`config.mk`:
```
export PLATFORM = sky130hd
export DESIGN_NAME = cordic_op_sequencer_flat
export DESIGN_NICKNAME = d
export VERILOG_FILES = /design/src/rtl/cordic_op_sequencer_if.sv /design/src/rtl/cordic_op_sequencer.sv /design/src/flat_wrapper.sv
export SDC_FILE = /design/constraint.sdc
export NUM_CORES = 1
export LEC_CHECK = 0
export ABC_AREA = 1
export CELL_PAD_IN_SITES_DETAIL_PLACEMENT = 0
export CELL_PAD_IN_SITES_GLOBAL_PLACEMENT = 1
export CORE_AREA = 5 5 228 141
export DETAILED_ROUTE_END_ITERATION = 7
export DIE_AREA = 0 0 233 146
export PLACE_DENSITY = 0.86
export SLEW_MARGIN = 20
export SYNTH_ARGS = -nofsm -noshare
export SYNTH_HDL_FRONTEND = slang
export SYNTH_SLANG_ARGS = --single-unit
```
`constraint.sdc`:
```
create_clock -name clk -period 4.9 [get_ports clk]
set_input_delay 0.98 -clock clk [delete_from_list [all_inputs] [get_ports clk]]
set_output_delay 0.98 -clock clk [all_outputs]
set_load 0.05 [all_outputs]
```
`src/rtl/cordic_op_sequencer_if.sv`:
```
// Bus between the CORDIC op sequencer and its host: table-write port, run control,
// and the switch/press/status signals. The loop input exists only with CORDIC_SEQ_LOOP_EN.
interface cordic_op_sequencer_if #(
    parameter int unsigned DATA_W = 16,
    parameter int unsigned DEPTH  = 8,
    parameter int unsigned FUNC_W = 4
);
    localparam int unsigned IDX_W = (DEPTH > 1) ? $clog2(DEPTH) : 1;
    localparam int unsigned CNT_W = $clog2(DEPTH + 1);

    logic              wr_en;
    logic [IDX_W-1:0]  wr_addr;
    logic [FUNC_W-1:0] wr_func;
    logic              wr_two;
    logic [DATA_W-1:0] wr_a;
    logic [DATA_W-1:0] wr_b;
    logic [CNT_W-1:0]  num_ops;
    logic              start;
`ifdef CORDIC_SEQ_LOOP_EN
    logic              loop;
`endif
    logic [DATA_W-1:0] sw_out;
    logic              st;
    logic              busy;
    logic              done;
    logic [IDX_W-1:0]  cur_idx;

    modport master (
        output wr_en, wr_addr, wr_func, wr_two, wr_a, wr_b, num_ops, start,
`ifdef CORDIC_SEQ_LOOP_EN
        output loop,
`endif
        input  sw_out, st, busy, done, cur_idx
    );

    modport slave (
        input  wr_en, wr_addr, wr_func, wr_two, wr_a, wr_b, num_ops, start,
`ifdef CORDIC_SEQ_LOOP_EN
        input  loop,
`endif
        output sw_out, st, busy, done, cur_idx
    );
endinterface

```
`src/rtl/cordic_op_sequencer.sv`:
```
// Replays a table of (func, A, B) entries into the CORDIC switch/start-button front end.
// Define CORDIC_SEQ_LOOP_EN to add the loop input that restarts the table instead of finishing.
module cordic_op_sequencer #(
    parameter int unsigned DATA_W      = 16,
    parameter int unsigned DEPTH       = 8,
    parameter int unsigned FUNC_W      = 4,
    parameter int unsigned HOLD_CYCLES = 20
) (
    input logic                  clk,
    input logic                  rst_n,
    cordic_op_sequencer_if.slave bus
);
    localparam int unsigned IDX_W  = (DEPTH > 1) ? $clog2(DEPTH) : 1;
    localparam int unsigned CNT_W  = $clog2(DEPTH + 1);
    localparam int unsigned HOLD_W = (HOLD_CYCLES > 1) ? $clog2(HOLD_CYCLES + 1) : 1;
    localparam logic [HOLD_W-1:0] HOLD_LAST = HOLD_W'(HOLD_CYCLES);
    localparam logic [CNT_W-1:0]  DEPTH_CNT = CNT_W'(DEPTH);

    typedef enum logic [2:0] {
        StIdle, StWake, StSelect, StEnter1, StEnter2, StRun, StDone
    } state_e;

    state_e            state_q, state_d;
    logic [IDX_W-1:0]  idx_q, idx_d;
    logic [CNT_W-1:0]  count_q, count_d;
    logic [DATA_W-1:0] sw_q, sw_d;
    logic [HOLD_W-1:0] hold_q, hold_d;

    logic [FUNC_W-1:0] func_mem [DEPTH];
    logic              two_mem  [DEPTH];
    logic [DATA_W-1:0] a_mem    [DEPTH];
    logic [DATA_W-1:0] b_mem    [DEPTH];

    logic              in_step, press, last_entry, loop_req;
    logic [CNT_W-1:0]  idx_inc;
    logic [DATA_W-1:0] step_val;

`ifdef CORDIC_SEQ_LOOP_EN
    assign loop_req = bus.loop;
`else
    assign loop_req = 1'b0;
`endif

    // Table is deliberately not reset; writes land only while idle.
    always_ff @(posedge clk) begin
        if (bus.wr_en && state_q == StIdle) begin
            func_mem[bus.wr_addr] <= bus.wr_func;
            two_mem[bus.wr_addr]  <= bus.wr_two;
            a_mem[bus.wr_addr]    <= bus.wr_a;
            b_mem[bus.wr_addr]    <= bus.wr_b;
        end
    end

    always_ff @(posedge clk) begin
        if (!rst_n) begin
            state_q <= StIdle;
            idx_q   <= '0;
            count_q <= '0;
            sw_q    <= '0;
            hold_q  <= '0;
        end else begin
            state_q <= state_d;
            idx_q   <= idx_d;
            count_q <= count_d;
            sw_q    <= sw_d;
            hold_q  <= hold_d;
        end
    end

    assign idx_inc    = CNT_W'(idx_q) + CNT_W'(1);
    assign last_entry = !(idx_inc < count_q);

    always_comb begin
        state_d  = state_q;
        idx_d    = idx_q;
        count_d  = count_q;
        sw_d     = sw_q;
        hold_d   = hold_q;
        step_val = '0;
        if (in_step && !press) begin
            hold_d = hold_q + HOLD_W'(1);
        end
        unique case (state_q)
            StIdle: begin
                if (bus.start) begin
                    if (bus.num_ops == '0) begin
                        state_d = StDone;
                    end else begin
                        state_d = StWake;
                        idx_d   = '0;
                        count_d = (bus.num_ops > DEPTH_CNT) ? DEPTH_CNT : bus.num_ops;
                    end
                end
            end
            StWake:   if (press) state_d = StSelect;
            StSelect: if (press) state_d = two_mem[idx_q] ? StEnter1 : StEnter2;
            StEnter1: if (press) state_d = StEnter2;
            StEnter2: if (press) state_d = StRun;
            StRun: begin
                if (press) begin
                    if (!last_entry) begin
                        state_d = StSelect;
                        idx_d   = IDX_W'(idx_inc);
                    end else if (loop_req) begin
                        state_d = StSelect;
                        idx_d   = '0;
                    end else begin
                        state_d = StDone;
                    end
                end
            end
            StDone:   state_d = StIdle;
            default:  state_d = StIdle;
        endcase

        case (state_d)
            StSelect: step_val = DATA_W'(func_mem[idx_d]);
            StEnter1: step_val = a_mem[idx_d];
            StEnter2, StRun: step_val = b_mem[idx_d];
            default:  step_val = '0;
        endcase

        // Every step begins with a fresh hold count and its own switch value.
        if (state_d != state_q && state_d != StIdle && state_d != StDone) begin
            hold_d = '0;
            sw_d   = step_val;
        end
    end

    always_comb begin
        in_step  = (state_q != StIdle) && (state_q != StDone);
        press    = in_step && (hold_q == HOLD_LAST);
        bus.st   = press;
        bus.busy = in_step;
        bus.done = (state_q == StDone);
    end

    assign bus.sw_out  = sw_q;
    assign bus.cur_idx = idx_q;

endmodule
```
`src/flat_wrapper.sv`:
```
// flat-port wrapper written by rule: the top's interface ports become plain ports
module cordic_op_sequencer_flat 
#(
    parameter int unsigned DATA_W      = 16,
    parameter int unsigned DEPTH       = 8,
    parameter int unsigned FUNC_W      = 4,
    parameter int unsigned HOLD_CYCLES = 20
)
  (clk, rst_n, bus_wr_en, bus_wr_addr, bus_wr_func, bus_wr_two, bus_wr_a, bus_wr_b, bus_num_ops, bus_start, bus_sw_out, bus_st, bus_busy, bus_done, bus_cur_idx);
  cordic_op_sequencer_if #(.DATA_W(DATA_W), .DEPTH(DEPTH), .FUNC_W(FUNC_W)) bus_i ();
  input logic clk;
  input logic rst_n;
  input wire logic [$bits(bus_i.wr_en)-1:0] bus_wr_en;
  input wire logic [$bits(bus_i.wr_addr)-1:0] bus_wr_addr;
  input wire logic [$bits(bus_i.wr_func)-1:0] bus_wr_func;
  input wire logic [$bits(bus_i.wr_two)-1:0] bus_wr_two;
  input wire logic [$bits(bus_i.wr_a)-1:0] bus_wr_a;
  input wire logic [$bits(bus_i.wr_b)-1:0] bus_wr_b;
  input wire logic [$bits(bus_i.num_ops)-1:0] bus_num_ops;
  input wire logic [$bits(bus_i.start)-1:0] bus_start;
  output wire logic [$bits(bus_i.sw_out)-1:0] bus_sw_out;
  output wire logic [$bits(bus_i.st)-1:0] bus_st;
  output wire logic [$bits(bus_i.busy)-1:0] bus_busy;
  output wire logic [$bits(bus_i.done)-1:0] bus_done;
  output wire logic [$bits(bus_i.cur_idx)-1:0] bus_cur_idx;
  assign bus_i.wr_en = bus_wr_en;
  assign bus_i.wr_addr = bus_wr_addr;
  assign bus_i.wr_func = bus_wr_func;
  assign bus_i.wr_two = bus_wr_two;
  assign bus_i.wr_a = bus_wr_a;
  assign bus_i.wr_b = bus_wr_b;
  assign bus_i.num_ops = bus_num_ops;
  assign bus_i.start = bus_start;
  assign bus_sw_out = bus_i.sw_out;
  assign bus_st = bus_i.st;
  assign bus_busy = bus_i.busy;
  assign bus_done = bus_i.done;
  assign bus_cur_idx = bus_i.cur_idx;
  cordic_op_sequencer #(.DATA_W(DATA_W), .DEPTH(DEPTH), .FUNC_W(FUNC_W), .HOLD_CYCLES(HOLD_CYCLES)) u_core (.clk(clk), .rst_n(rst_n), .bus(bus_i));
endmodule
```
==> metrics.txt, run 1 <==
H-tree depth 1; via count 9,302; YS warnings 0; clk slew on worst S/H paths 0.07 ns; GR peak layer met2; vias in the first global route slightly below 9,000; first-pass GRT wire length 51,800 µm; Pwr per Cell Area between 300 and 400 nW/µm²; Post-CTS Hold Buffers 0; RSZ-0062 raised after global routing false; endpoint type of the worst setup path output port; Root Buffer Master clkbuf_16; proportion of synthesized flip-flops having asynchronous set or reset 0%; Clock Path Buffers 3; Final Skew 0.0133 ns; Crit Path Class register to output port; synthesized flop and latch total 327; Worst setup SP type register; crit path time final 3.50 ns; Worst R2R Setup Slack 1.42 ns; Leak Pwr roughly 6.4 nW; met1 usage 28.1%; Die Width approximately 230 µm; clock tree from TritonCTS built; Worst-Skew Late Latency 0.56 ns; CP top delay family buffers and inverters; Crit. Startpoint u_core.hold_q[0]; core area 29,700 µm²; r2r endpoint u_core.bus.sw_out[10]; Post-Syn Instances approximately 1,300; number of synthesized flops with an enable pin 296; CTS buffer count 30; Std-Cell Rows 49; post-CTS sizing 0; Routed WL per cell 18.7 µm; CP max FO 5; Starting Density 47.5%; HP Class register to register; crit-path cells inv_1 > ha_1 > nand4_1 > nor2_4 > clkdlybuf4s50_1; Area Growth Syn to Fin 14.8%; most common cell after layout, fill and taps aside edfxtp_1; Final Cycle Share 71.5%; Main synth FF type edfxtp_1; syn avg cell area 10.9 µm²; Sink Count 327; routability cong. approximately 0.78; end point of the critical path bus_st; CP max stage delay 0.84 ns; most frequent cells in the layout edfxtp_1, nand2_1, nand3_1; cell count along the critical path 5; Netlist Area Pre-Place 14,100 µm²; final hold violation count 0; outcome finished clean; Post-CTS Setup Inserts 0; synth unique cells 39; cells on worst reg2reg path 17; DRC 0; Ports 70; Max transition margin roughly two fifths; HPWL after DPL 19,000 µm; DIE AREA 34,000 µm²; # port buffers 69; Setup TNS 0 ns; total wire length between 30,000 and 40,000 µm; Worst Path Required 3.92 ns; fraction of layout cells with a size suffix above 1 6.76%; initial antenna violation count 0; VDD IR-drop max 223 µV; WP buf/inv 2; ANT nets after route 0; # diodes 0; Die H 146 µm; Critical R2R Launch u_core.bus.cur_idx[1]; GRT overflow 0; post-synthesis sequential area ratio 67.4%; final setup fails 0; Max Freq 285 MHz; met3 GRT Util 4.31%; DR vias/cell 5.21; syn nets around 1,300; Iteration-0 DRC Markers 864; Pins Over Slew Limit 0; largest net degree at the start of global routing 81; 1st-pass router iterations 5; M2 GR Usage 30.9%; GR Util All Layers between 10% and 20%; Worst path slowest cell clkdlybuf4s50_1; max cap viols 0; Final nets around 1,400; worst-margin pin slew 0.925 ns; Worst EP arrival 2.52 ns; Hold Worst Slack 0.478 ns
## synthesized netlist by cell type (2+ instances only)
| cell type | n | share of area, % |
|---|---|---|
| a21oi_1 | 35 | 1.2 |
| xor2_1 | 2 | 0.12 |
| a22oi_1 | 2 | 0.11 |
| buf_1 | 6 | 0.16 |
| or2_0 | 12 | 0.53 |
| nor2_2 | 3 | 0.13 |
| nand4_1 | 7 | 0.31 |
| ha_1 | 6 | 0.53 |
| inv_2 | 4 | 0.11 |
| nand2_2 | 4 | 0.18 |
| inv_1 | 209 | 5.6 |
| buf_2 | 23 | 0.82 |
| edfxtp_1 | 296 | 63 |
| clkbuf_1 | 20 | 0.53 |
| o21ai_0 | 3 | 0.11 |
| or2_1 | 12 | 0.53 |
| nor3_1 | 2 | 0.071 |
| dfxtp_1 | 31 | 4.4 |
| nand3b_1 | 33 | 1.8 |
| buf_4 | 11 | 0.59 |
| nand3_1 | 215 | 7.6 |
| or2_2 | 3 | 0.13 |
| o211ai_1 | 49 | 2.6 |
| nand2_1 | 255 | 6.8 |
| nor2_1 | 34 | 0.91 |
| o21ai_1 | 2 | 0.071 |
| buf_6 | 3 | 0.24 |
## worst min path at each step
stage,end,depth (start not counted),startpoint
2_1_floorplan,u_core.count_q[1],2,u_core.count_q[1]
3_3_place_gp,u_core.count_q[0],2,u_core.count_q[0]
3_5_place_dp,u_core.count_q[1],2,u_core.count_q[1]
4_1_cts,u_core.count_q[1],2,u_core.count_q[1]
5_1_grt,u_core.count_q[1],2,u_core.count_q[1]
6_report,u_core.bus.sw_out[11],2,u_core.bus.sw_out[11]
## report_power, final
group / total, mW / leakage, nW / switching (mW) / internal (mW)
sequential: 3.11 / 2.93 / 0.0136 / 3.10
clock: 2.19 / 0.448 / 0.990 / 1.20
combinational: 0.221 / 3.01 / 0.150 / 0.0713
total: 5.53 / 6.39 / 1.15 / 4.37
## area by class of cell
| cell class | instances | area, µm² |
|---|---|---|
| Sequential cell | 327 | 9510 |
| Multi-Input combinational cell | 690 | 3550 |
| Fill cell | 2571 | 13500 |
| Timing Repair Buffer | 92 | 913 |
| Tap cell | 408 | 510 |
| Inverter | 214 | 803 |
| Clock buffer | 38 | 802 |
| Clock inverter | 15 | 97.6 |
## flip-flops by register name (all words and copies together), names as in the netlist
register / cells
u_core.bus.cur_idx: 3
u_core.two_mem: 8
u_core.func_mem: 32
u_core.hold_q: 5
u_core.bus.sw_out: 16
u_core.a_mem: 128
u_core.count_q: 4
u_core.state_q: 3
u_core.b_mem: 128
## layer usage
metal / part of all wire (%) / wire (µm)
met1: 44 / 14700
met2: 46 / 15300
met3: 8.2 / 2730
met4: 2.0 / 663
met5: 0 / 0
## through the flow
stage	utilization, %	area (µm²)	worst slack, ns	power, mW	instances
2_1_floorplan	-	14100	0.653	3.27	1294
3_3_place_gp	51.5	15300	1.09	3.39	1731
3_5_place_dp	51.5	15300	1.07	3.39	1731
4_1_cts	54.5	16200	1.39	5.57	1784
5_1_grt	54.5	16200	1.11	5.71	1784
6_report	54.5	16200	1.40	5.53	1784
## worst min-delay path, stage by stage (launching register included)
cell	delay [ns]
dfxtp_1	0.31
nand3_1	0.07
nand2_1	0.05
## cells by family after synthesis
family | after synthesis | synth area share (%)
buffers and inverters | 277 | 8.03
adders and majority gates | 6 | 0.532
AOI/OAI and AO/OA | 95 | 4.37
DFF | 327 | 67.4
and+or+nand+nor | 585 | 19.4
muxes | 1 | 0.0710
xor gates and xnor gates | 3 | 0.186
Power figures use the tool's default switching activity.
==> inputs of run 2 (changes only) <==
--- a/config.mk
+++ b/config.mk
@@ -8,10 +8,10 @@
 export ABC_AREA = 1
 export CELL_PAD_IN_SITES_DETAIL_PLACEMENT = 0
 export CELL_PAD_IN_SITES_GLOBAL_PLACEMENT = 1
-export CORE_AREA = 5 5 228 141
+export CORE_AREA = 5 5 238 147
 export DETAILED_ROUTE_END_ITERATION = 7
-export DIE_AREA = 0 0 233 146
-export PLACE_DENSITY = 0.86
+export DIE_AREA = 0 0 243 152
+export PLACE_DENSITY = 0.84
 export SLEW_MARGIN = 20
 export SYNTH_ARGS = -nofsm -noshare
 export SYNTH_HDL_FRONTEND = slang
==> constraint.sdc (replaced) <==
create_clock -name clk -period 3 [get_ports clk]
set_input_delay 0.6 -clock clk [delete_from_list [all_inputs] [get_ports clk]]
set_output_delay 0.6 -clock clk [all_outputs]
set_load 0.05 [all_outputs]
==> run 2 against run 1 <==
Utilization is 3.4 points lower. Combinational power grew 73%. Clock power rose by 78%. Clock skew barely moved. Largest cell class unchanged.
==> metrics.txt, run 2 (synthesis results as in run 1) <==
Critical R2R Launch u_core.bus.cur_idx[0]; DRC 0 (unchanged); GR Util All Layers 18.2% (-1.3 points); Clock Path Buffers 3 (unchanged); Die H 152 µm (+4.1%); Worst R2R Setup Slack 0.20 ns (-1.22 ns); Ports 70 (unchanged); HPWL after DPL 20,300 µm (+6.5%); Final nets 1,439 (+2.1%); worst min-delay path startpoint u_core.count_q[0]; Worst path slowest cell dlygate4sd2_1; M2 GR Usage 27.6% (-3.3 points); Area Growth Syn to Fin 19.5%; fraction of layout cells with a size suffix above 1 9.45% (+2.7 points); ANT nets after route 0 (unchanged); Final Skew 0.0130 ns (-0.000315 ns); 1st-pass router iterations 8 (+3); CP top delay family buffers and inverters; Pwr per Cell Area 555 nW/µm² (+63%); Die Width 243 µm (+4.3%); share of total power in the clock network 41.6% (+1.9 points); clock tree from TritonCTS built; DIE AREA 36,900 µm² (+8.6%); initial antenna violation count 0 (unchanged); Std-Cell Rows 52 (+6.1%); Max Freq between 300 and 400 MHz; Post-CTS Hold Buffers 0 (unchanged); Setup WS post-layout 0.145 ns (-1.25 ns); sequential share of power 54.3% (-2.0 points); # port buffers 69 (unchanged); first-pass GRT wire length 53,000 µm (+2.2%); post-route total power 9.36 mW (+69%); placed cell areas 15,700 µm² (+3.0%); worst-margin pin slew 0.523 ns (-0.402 ns); Sw Share 20.4% (-0.49 points); outcome finished clean; met3 GRT Util 3.65% (-0.66 points); routability cong. 0.838 (+8.2%); Starting Density 42.8% (-4.7 points); dpl ws -0.0326 ns (-1.10 ns); Final Cycle Share 95.2%; Routed WL per cell 18.7 µm (-0.21%); cells on worst reg2reg path 19 (+2); Crit Path Class register to output port; cell count along the critical path 5 (unchanged); combinational power share 4.1% (about the same); core area 32,900 µm² (+11%); end point of the critical path bus_st; cell-internal power 7.45 mW (+70%); Worst-Skew Late Latency 0.57 ns (about the same); CP max FO 5 (unchanged); Sink Count 327 (unchanged); Worst EP arrival 2.26 ns (-0.26 ns); clk slew on worst S/H paths 0.07 ns (about the same); final setup fails 0 (unchanged); Leak Pwr 6.66 nW (+4.3%); final hold violation count 0 (unchanged); Worst setup SP type register; crit-path cells inv_1 > ha_1 > nand4_1 > nor2_4 > dlygate4sd2_1; GRT overflow 0 (unchanged); crit path time final ~2.9 ns; most frequent cells in the layout edfxtp_1, nand2_1, nand3_1; fin util 51.2% (-3.4 points); Psw 1.91 mW (+65%); vias in the first global route 9,105 (+1.8%); GR peak layer met2; CTS buffer count 30 (unchanged); HP Class register to register; Hold Worst Slack 0.470 ns (-0.00738 ns); CP max stage delay 0.56 ns (-0.28 ns); DR vias/cell 5.14 (-1.5%); H-tree depth 1 (unchanged); total wire length 34,400 µm (+2.9%); biggest regs u_core.a_mem x128, u_core.b_mem x128, u_core.func_mem x32; r2r endpoint u_core.bus.sw_out[6]; VDD IR-drop max 515 µV (+130%); Root Buffer Master clkbuf_16; met1 usage 27.0% (-1.1 points); most common cell after layout, fill and taps aside edfxtp_1; Pins Over Slew Limit 0 (unchanged); # diodes 0 (unchanged); via count 9,451 (+1.6%); largest net degree at the start of global routing 46 (-43%); fillers 2,858 (+11%); endpoint type of the worst setup path output port; Max transition margin 65.1% (+27 points); Crit. Startpoint u_core.hold_q[0]; WP buf/inv 2 (unchanged); max cap viols 0 (unchanged); Worst Path Required 2.40 ns (-1.52 ns); final instance area 16,900 µm² (+4.1%); Iteration-0 DRC Markers 796 (-7.9%)
-- run 2: power by group through the flow --
stage                     combinational (mW)  clock (mW)  sequential, mW
after CTS                              0.383        3.97            5.08
after global placement                 0.373           0            5.18
after detailed placement               0.381           0            5.18
final                                  0.383        3.89            5.08
after floorplan                        0.152           0            5.18
after global routing                   0.418        4.18            5.09
-- run 2: final cells by class --
class / instances / area [µm²] / share of cell area [%]
Clock buffer: 39 / 816 / 4.84
Clock inverter: 16 / 183 / 1.08
Inverter: 214 / 803 / 4.77
Multi-Input combinational cell: 690 / 3610 / 21.4
Sequential cell: 327 / 9510 / 56.4
Tap cell: 432 / 541 / 3.21
Timing Repair Buffer: 122 / 1390 / 8.24
-- run 2: worst min-delay path by stage --
stage,slack [ns],cells after the start,to
finish,0.47,2,u_core.count_q[0]
global route,0.48,2,u_core.count_q[0]
CTS,0.47,2,u_core.count_q[0]
detailed placement,0.46,2,u_core.count_q[0]
global placement,0.46,2,u_core.count_q[1]
floorplan,0.45,2,u_core.count_q[1]
-- run 2: repair_timing --
action                     in CTS  in global routing
pin swaps                       0                  1
resized for setup               2                 18
setup endpoints to repair       3                 16
buffers inserted                0                  3
-- run 2: per-layer routing --
metal	share of wire [%]	wire, µm
met1	46	15700
met2	44	15200
met3	7.8	2660
met4	2.4	815
met5	0	0
-- run 2: through the flow --
stage,TNS (ns),cells
2_1_floorplan,0,1294
3_3_place_gp,0,1782
3_5_place_dp,-0.122,1782
4_1_cts,0,1837
5_1_grt,-0.0216,1840
6_report,0,1840
-- run 2: worst min-delay path, delay by kind of cell, from the launching register on --
kind | cells | cell delay (ns)
flip-flops | 1 | 0.31
AND/OR/NAND/NOR | 1 | 0.06
AO/OA/AOI/OAI | 1 | 0.06
==> patch 1: new RTL, flow settings as in run 1 <==
`FUNC_W` is set to 4 in 3 places; all go to 6.
--- a/src/rtl/cordic_op_sequencer_if.sv
+++ b/src/rtl/cordic_op_sequencer_if.sv
@@ -5,3 +5,3 @@
     parameter int unsigned DEPTH  = 8,
-    parameter int unsigned FUNC_W = 4
+    parameter int unsigned FUNC_W = 6
 );
--- a/src/rtl/cordic_op_sequencer.sv
+++ b/src/rtl/cordic_op_sequencer.sv
@@ -5,3 +5,3 @@
     parameter int unsigned DEPTH       = 8,
-    parameter int unsigned FUNC_W      = 4,
+    parameter int unsigned FUNC_W      = 6,
     parameter int unsigned HOLD_CYCLES = 20
--- a/src/flat_wrapper.sv
+++ b/src/flat_wrapper.sv
@@ -5,3 +5,3 @@
     parameter int unsigned DEPTH       = 8,
-    parameter int unsigned FUNC_W      = 4,
+    parameter int unsigned FUNC_W      = 6,
     parameter int unsigned HOLD_CYCLES = 20
Ports: changed (resized bus_wr_func); port bits go from 70 to 72. No check against the original RTL was run, so the function may have changed too.
==> patch 1 against run 1 <==
  * Total power increased by 3.9%
  * Critical path depth increased by 11
  * Design area increased by 4.9%
  * Wire length increased by 7.8%
  * Largest power group unchanged
  * First-iteration DRC count increased by 26%
  * Worst setup slack got worse by 0.20 ns
  * Synthesized area increased by 6.0%
  * Sequential cell count increased by 16
==> patch 1: results (changes against run 1) <==
The maximum ir drop on the vdd rail is 0.2288 mV (+2.8%). The violation count after the first detailed-route iteration is 1088 (+26%). The number of global-route vias before repair is 9268 (+3.6%). The count of nets after finishing came out at 1478 (+4.9%).

The pin count of the biggest net entering global routing was 83 (+2.5%). The number of flops mapped to enable cells by yosys was 312 (+5.4%). The average routed wire per standard cell came out at 19.41 µm (+3.7%). The flow ran to the end, and the final reports show no timing, DRC or antenna violations. The total instance count after detailed placement is 1798 (+3.9%). The routed via count is 9909 (+6.5%).

The final estimated routing congestion in global placement is 0.8312 (+7.2%). Among all stages on the critical path, the largest delay is contributed by buf_4. The largest driver fanout on the critical path was 82 (+77). The cell type group with the largest total delay on the critical path is simple AND/OR/NAND/NOR gates. The critical path's largest stage delay is 0.73 ns (-0.11 ns). The final cell count without fillers is 1854 (+3.9%). The static power due to leakage came out at 6.718 nW (+5.1%). The total global-route track usage came out at 20.89% (+1.4 points). The endpoint arrival time on the critical path came out at 4.17 ns (+1.65 ns). The setup skew after layout came out at 0.01200 ns (-0.001317 ns). The global-route wire length before repair came out at 55300 µm (+6.7%). By area the synthesized netlist is led by edfxtp_1 63%, nand3_1 8.6%, nand2_1 6.1%. The fraction of layout instances using a drive strength above 1 came to 6.916% (+0.16 points).

The total half-perimeter wirelength after legalization and detailed placement came to 20890 µm (+9.7%). After synthesis, the most frequently instantiated cells are 312 x edfxtp_1, 257 x nand3_1, 241 x nand2_1. The count of input and output buffers came out at 71 (+2.9%). The largest registers in the layout are u_core.a_mem (128), u_core.b_mem (128), u_core.func_mem (48).

The tightest slew margin relative to the limit is 34.74% (-3.5 points). The sequential area share after synthesis is 66.84% (-0.61 points). The number of antenna violations at the first check in global routing came to 3 (+3).
## patch 1: changes by cell type after synthesis, sizes merged, moves of 2 or more
| cell | delta |
|---|---|
| nand3b | +25 |
| clkbuf | -12 |
| edfxtp | +16 |
| nand4 | -3 |
| o21ai | +2 |
| nand3 | +43 |
| buf | +20 |
| a21oi | -5 |
| or2 | -4 |
| o211ai | -8 |
| inv | +9 |
| nand2 | -11 |
## patch 1: final timing paths
| check | startpoint | endpoint | slack (ns) | cells past startpoint |
|---|---|---|---|---|
| hold reg to reg | u_core.bus.sw_out[8]$_SDFFE_PN0P_ | u_core.bus.sw_out[8]$_SDFFE_PN0P_ | 0.47 | 2 |
| setup / recovery | u_core.bus.cur_idx[0]$_SDFF_PN0_ | u_core.bus.sw_out[2]$_SDFFE_PN0P_ | 1.20 | 16 |
| setup reg to reg | u_core.bus.cur_idx[0]$_SDFF_PN0_ | u_core.bus.sw_out[2]$_SDFFE_PN0P_ | 1.20 | 16 |
| hold / removal | u_core.bus.sw_out[8]$_SDFFE_PN0P_ | u_core.bus.sw_out[8]$_SDFFE_PN0P_ | 0.47 | 2 |
## patch 1: routing by layer
layer	wire, µm	vias up	track usage (%)
met1	16500	4702	33.00
met5	33	-	0
met2	15210	403	29.82
li1	-	4746	-
met4	738	6	4.367
met3	3492	52	4.583
## patch 1: cells by family after synthesis
kind of cell	Yosys count	share of synthesized area, %
xor+xnor	2	0.1172
compound gates	84	3.725
buf+inv	294	8.321
fa+ha+maj	6	0.5023
simple gates	635	20.43
mux	1	0.06698
flops	343	66.84
## patch 1: worst reg2reg max path, cell delays in order (launching register included)
cell,delay (ns)
dfxtp_1,0.56
ha_1,0.23
xor2_1,0.32
ha_1,0.30
nand2_1,0.06
inv_1,0.03
nand2_1,0.10
nand4_2,0.14
nand2_2,0.16
buf_4,0.73
nand3_1,0.23
nand3_1,0.13
nand3_1,0.08
nand3_1,0.26
nand3_1,0.13
nand2_1,0.07
nand2_1,0.05
## patch 1: where the power goes
group          internal, mW  leakage (nW)  switching [mW]
clock                  1.23         0.448            1.02
combinational        0.0732          3.19           0.156
sequential             3.25          3.08          0.0145
total                  4.55          6.72            1.19
## patch 1: area by class of cell
| cell class | instances | area (µm²) |
|---|---|---|
| Clock buffer | 42 | 827.0 |
| Clock inverter | 14 | 90.09 |
| Fill cell | 2505 | 12690 |
| Inverter | 223 | 837.1 |
| Multi-Input combinational cell | 728 | 3795 |
| Sequential cell | 343 | 9990 |
| Tap cell | 408 | 510.5 |
| Timing Repair Buffer | 96 | 935.9 |
==> patch 2: new RTL, config.mk and constraints of run 1 <==
Made on the original files. The 7 states of `state_e` get a one-hot encoding in 7 bits.
--- a/src/rtl/cordic_op_sequencer.sv
+++ b/src/rtl/cordic_op_sequencer.sv
@@ -18,4 +18,4 @@
 
-    typedef enum logic [2:0] {
-        StIdle, StWake, StSelect, StEnter1, StEnter2, StRun, StDone
+    typedef enum logic [6:0] {
+        StIdle = 7'b0000001, StWake = 7'b0000010, StSelect = 7'b0000100, StEnter1 = 7'b0001000, StEnter2 = 7'b0010000, StRun = 7'b0100000, StDone = 7'b1000000
     } state_e;
Function: same outputs for any inputs over 10 cycles, from zero or initial values and one cycle with rst_n low; not proved beyond that.
==> patch 2 against run 1 <==
  * Design area grew 2.0%
  * Critical path depth grew 16
  * Wire length grew 2.6%
  * Worst setup slack lost 0.18 ns
  * Clock power grew 9.6%
  * Sequential cell count grew 4
  * Synthesized area grew 2.4%
  * Die area is the same
  * Clock skew grew 0.0012 ns
  * Total power grew 5.7%
  * Critical endpoint is now u_core.bus.sw_out[7]$_SDFFE_PN0P_
  * Largest cell class unchanged
==> patch 2: results (changes against run 1) <==
The run finished with clean final reports. The met2 wire length came to 15580 µm (+2.0%). The fraction of the mapped netlist area in adder cells came out at 0.5199% (-0.013 points). The number of filler instances in the final layout is 2562 (-0.35%).

The xor and xnor area share after synthesis came to 0.06066% (-0.13 points). The fraction of met3 tracks used by global routing came to 3.686% (-0.62 points). The largest driver fanout on the critical path is 150 (+145). The compound-cell area share of the yosys netlist came out at 3.588% (-0.78 points). The number of distinct library cell variants in the gate-level netlist after synthesis came to 37 (-5.1%). The routed via count came to 9568 (+2.9%). The top layer used by detailed routing is met5. The largest individual stage delay along the critical path comes from the cell dfxtp_1. The final estimated routing congestion in global placement came out at 0.8024 (+3.5%). The tightest slew margin relative to the limit was 35.09% (-3.2 points).

The detailed-router iteration count before antenna repair is 6 (+1). Tracing the worst setup path back leads to its startpoint at u_core.bus.cur_idx[0]$_SDFF_PN0_. The count of nets after finishing is 1461 (+3.7%). The sequential area share after synthesis is 66.41% (-1.0 points).

The minimum hold slack was 0.4520 ns (-0.02567 ns). The fraction of met1 tracks used by global routing is 29.88% (+1.8 points). The post-route met1 wirelength is 15270 µm (+3.8%). The amount of wire on met3 after detailed routing is 2801 µm (+2.7%).

The met2 track demand over resource in global routing is 31.28% (+0.41 points). The fraction of layout instances using a drive strength above 1 came out at 6.150% (-0.61 points). The synthesized area divided by synthesized cell count came out at 10.67 µm² (-2.1%). The number of antenna violations at the first check in global routing is 2 (+2). The critical path's largest stage delay came out at 0.57 ns (-0.27 ns). The endpoint arrival time on the critical path came out at 4.14 ns (+1.62 ns). The kind of cell with the highest combined delay along the critical path is simple AND/OR/NAND/NOR gates.

The overall routed net length is 34250 µm (+2.6%). The placement-stage worst setup slack came to 1.195 ns (+0.1255 ns). The total half-perimeter wirelength after legalization and detailed placement came out at 18150 µm (-4.7%). The maximum ir drop on the vdd rail was 0.2541 mV (+14%).
==> patch 2: where the power goes <==
part | leakage, nW | total [mW] | internal, mW | switching, mW
combinational | 3.00 | 0.278 | 0.0871 | 0.191
clock | 0.485 | 2.40 | 1.39 | 1.02
sequential | 2.96 | 3.16 | 3.14 | 0.0181
total | 6.44 | 5.84 | 4.62 | 1.23
==> patch 2: worst paths after layout <==
kind	to	depth (start not counted)
worst min register to register	u_core.bus.sw_out[2]$_SDFFE_PN0P_	2
worst min-delay path	u_core.bus.sw_out[2]$_SDFFE_PN0P_	2
worst max-delay path	u_core.bus.sw_out[7]$_SDFFE_PN0P_	21
worst max register to register	u_core.bus.sw_out[7]$_SDFFE_PN0P_	21
==> patch 2: cell type report <==
| cell class | count | area [µm²] | area share, % |
|---|---|---|---|
| timing repair buffer | 86 | 843.3 | 5.108 |
| tap | 408 | 510.5 | 3.092 |
| inverter | 239 | 897.1 | 5.434 |
| sequential | 331 | 9589 | 58.09 |
| multi-input combinational | 719 | 3667 | 22.21 |
| antenna | 1 | 2.502 | 0.01516 |
| clock inverter | 15 | 175.2 | 1.061 |
| clock buffer | 41 | 823.3 | 4.987 |
==> patch 2: cells by family (layout without fill, tap and decap cells) <==
| kind of cell | Yosys count | in the layout |
|---|---|---|
| flops | 331 | 331 |
| buf+inv | 303 | 381 |
| compound gates | 73 | 73 |
| other cells | 0 | 1 |
| xor+xnor | 1 | 1 |
| fa+ha+maj | 6 | 6 |
| simple gates | 639 | 639 |
==> patch 2: worst reg2reg max path, delay by kind of cell, from the launching register on <==
family | cells | cell delay (ns)
simple gates | 15 | 1.71
buf+inv | 3 | 0.61
flops | 1 | 0.57
fa+ha+maj | 2 | 0.51
xor+xnor | 1 | 0.19
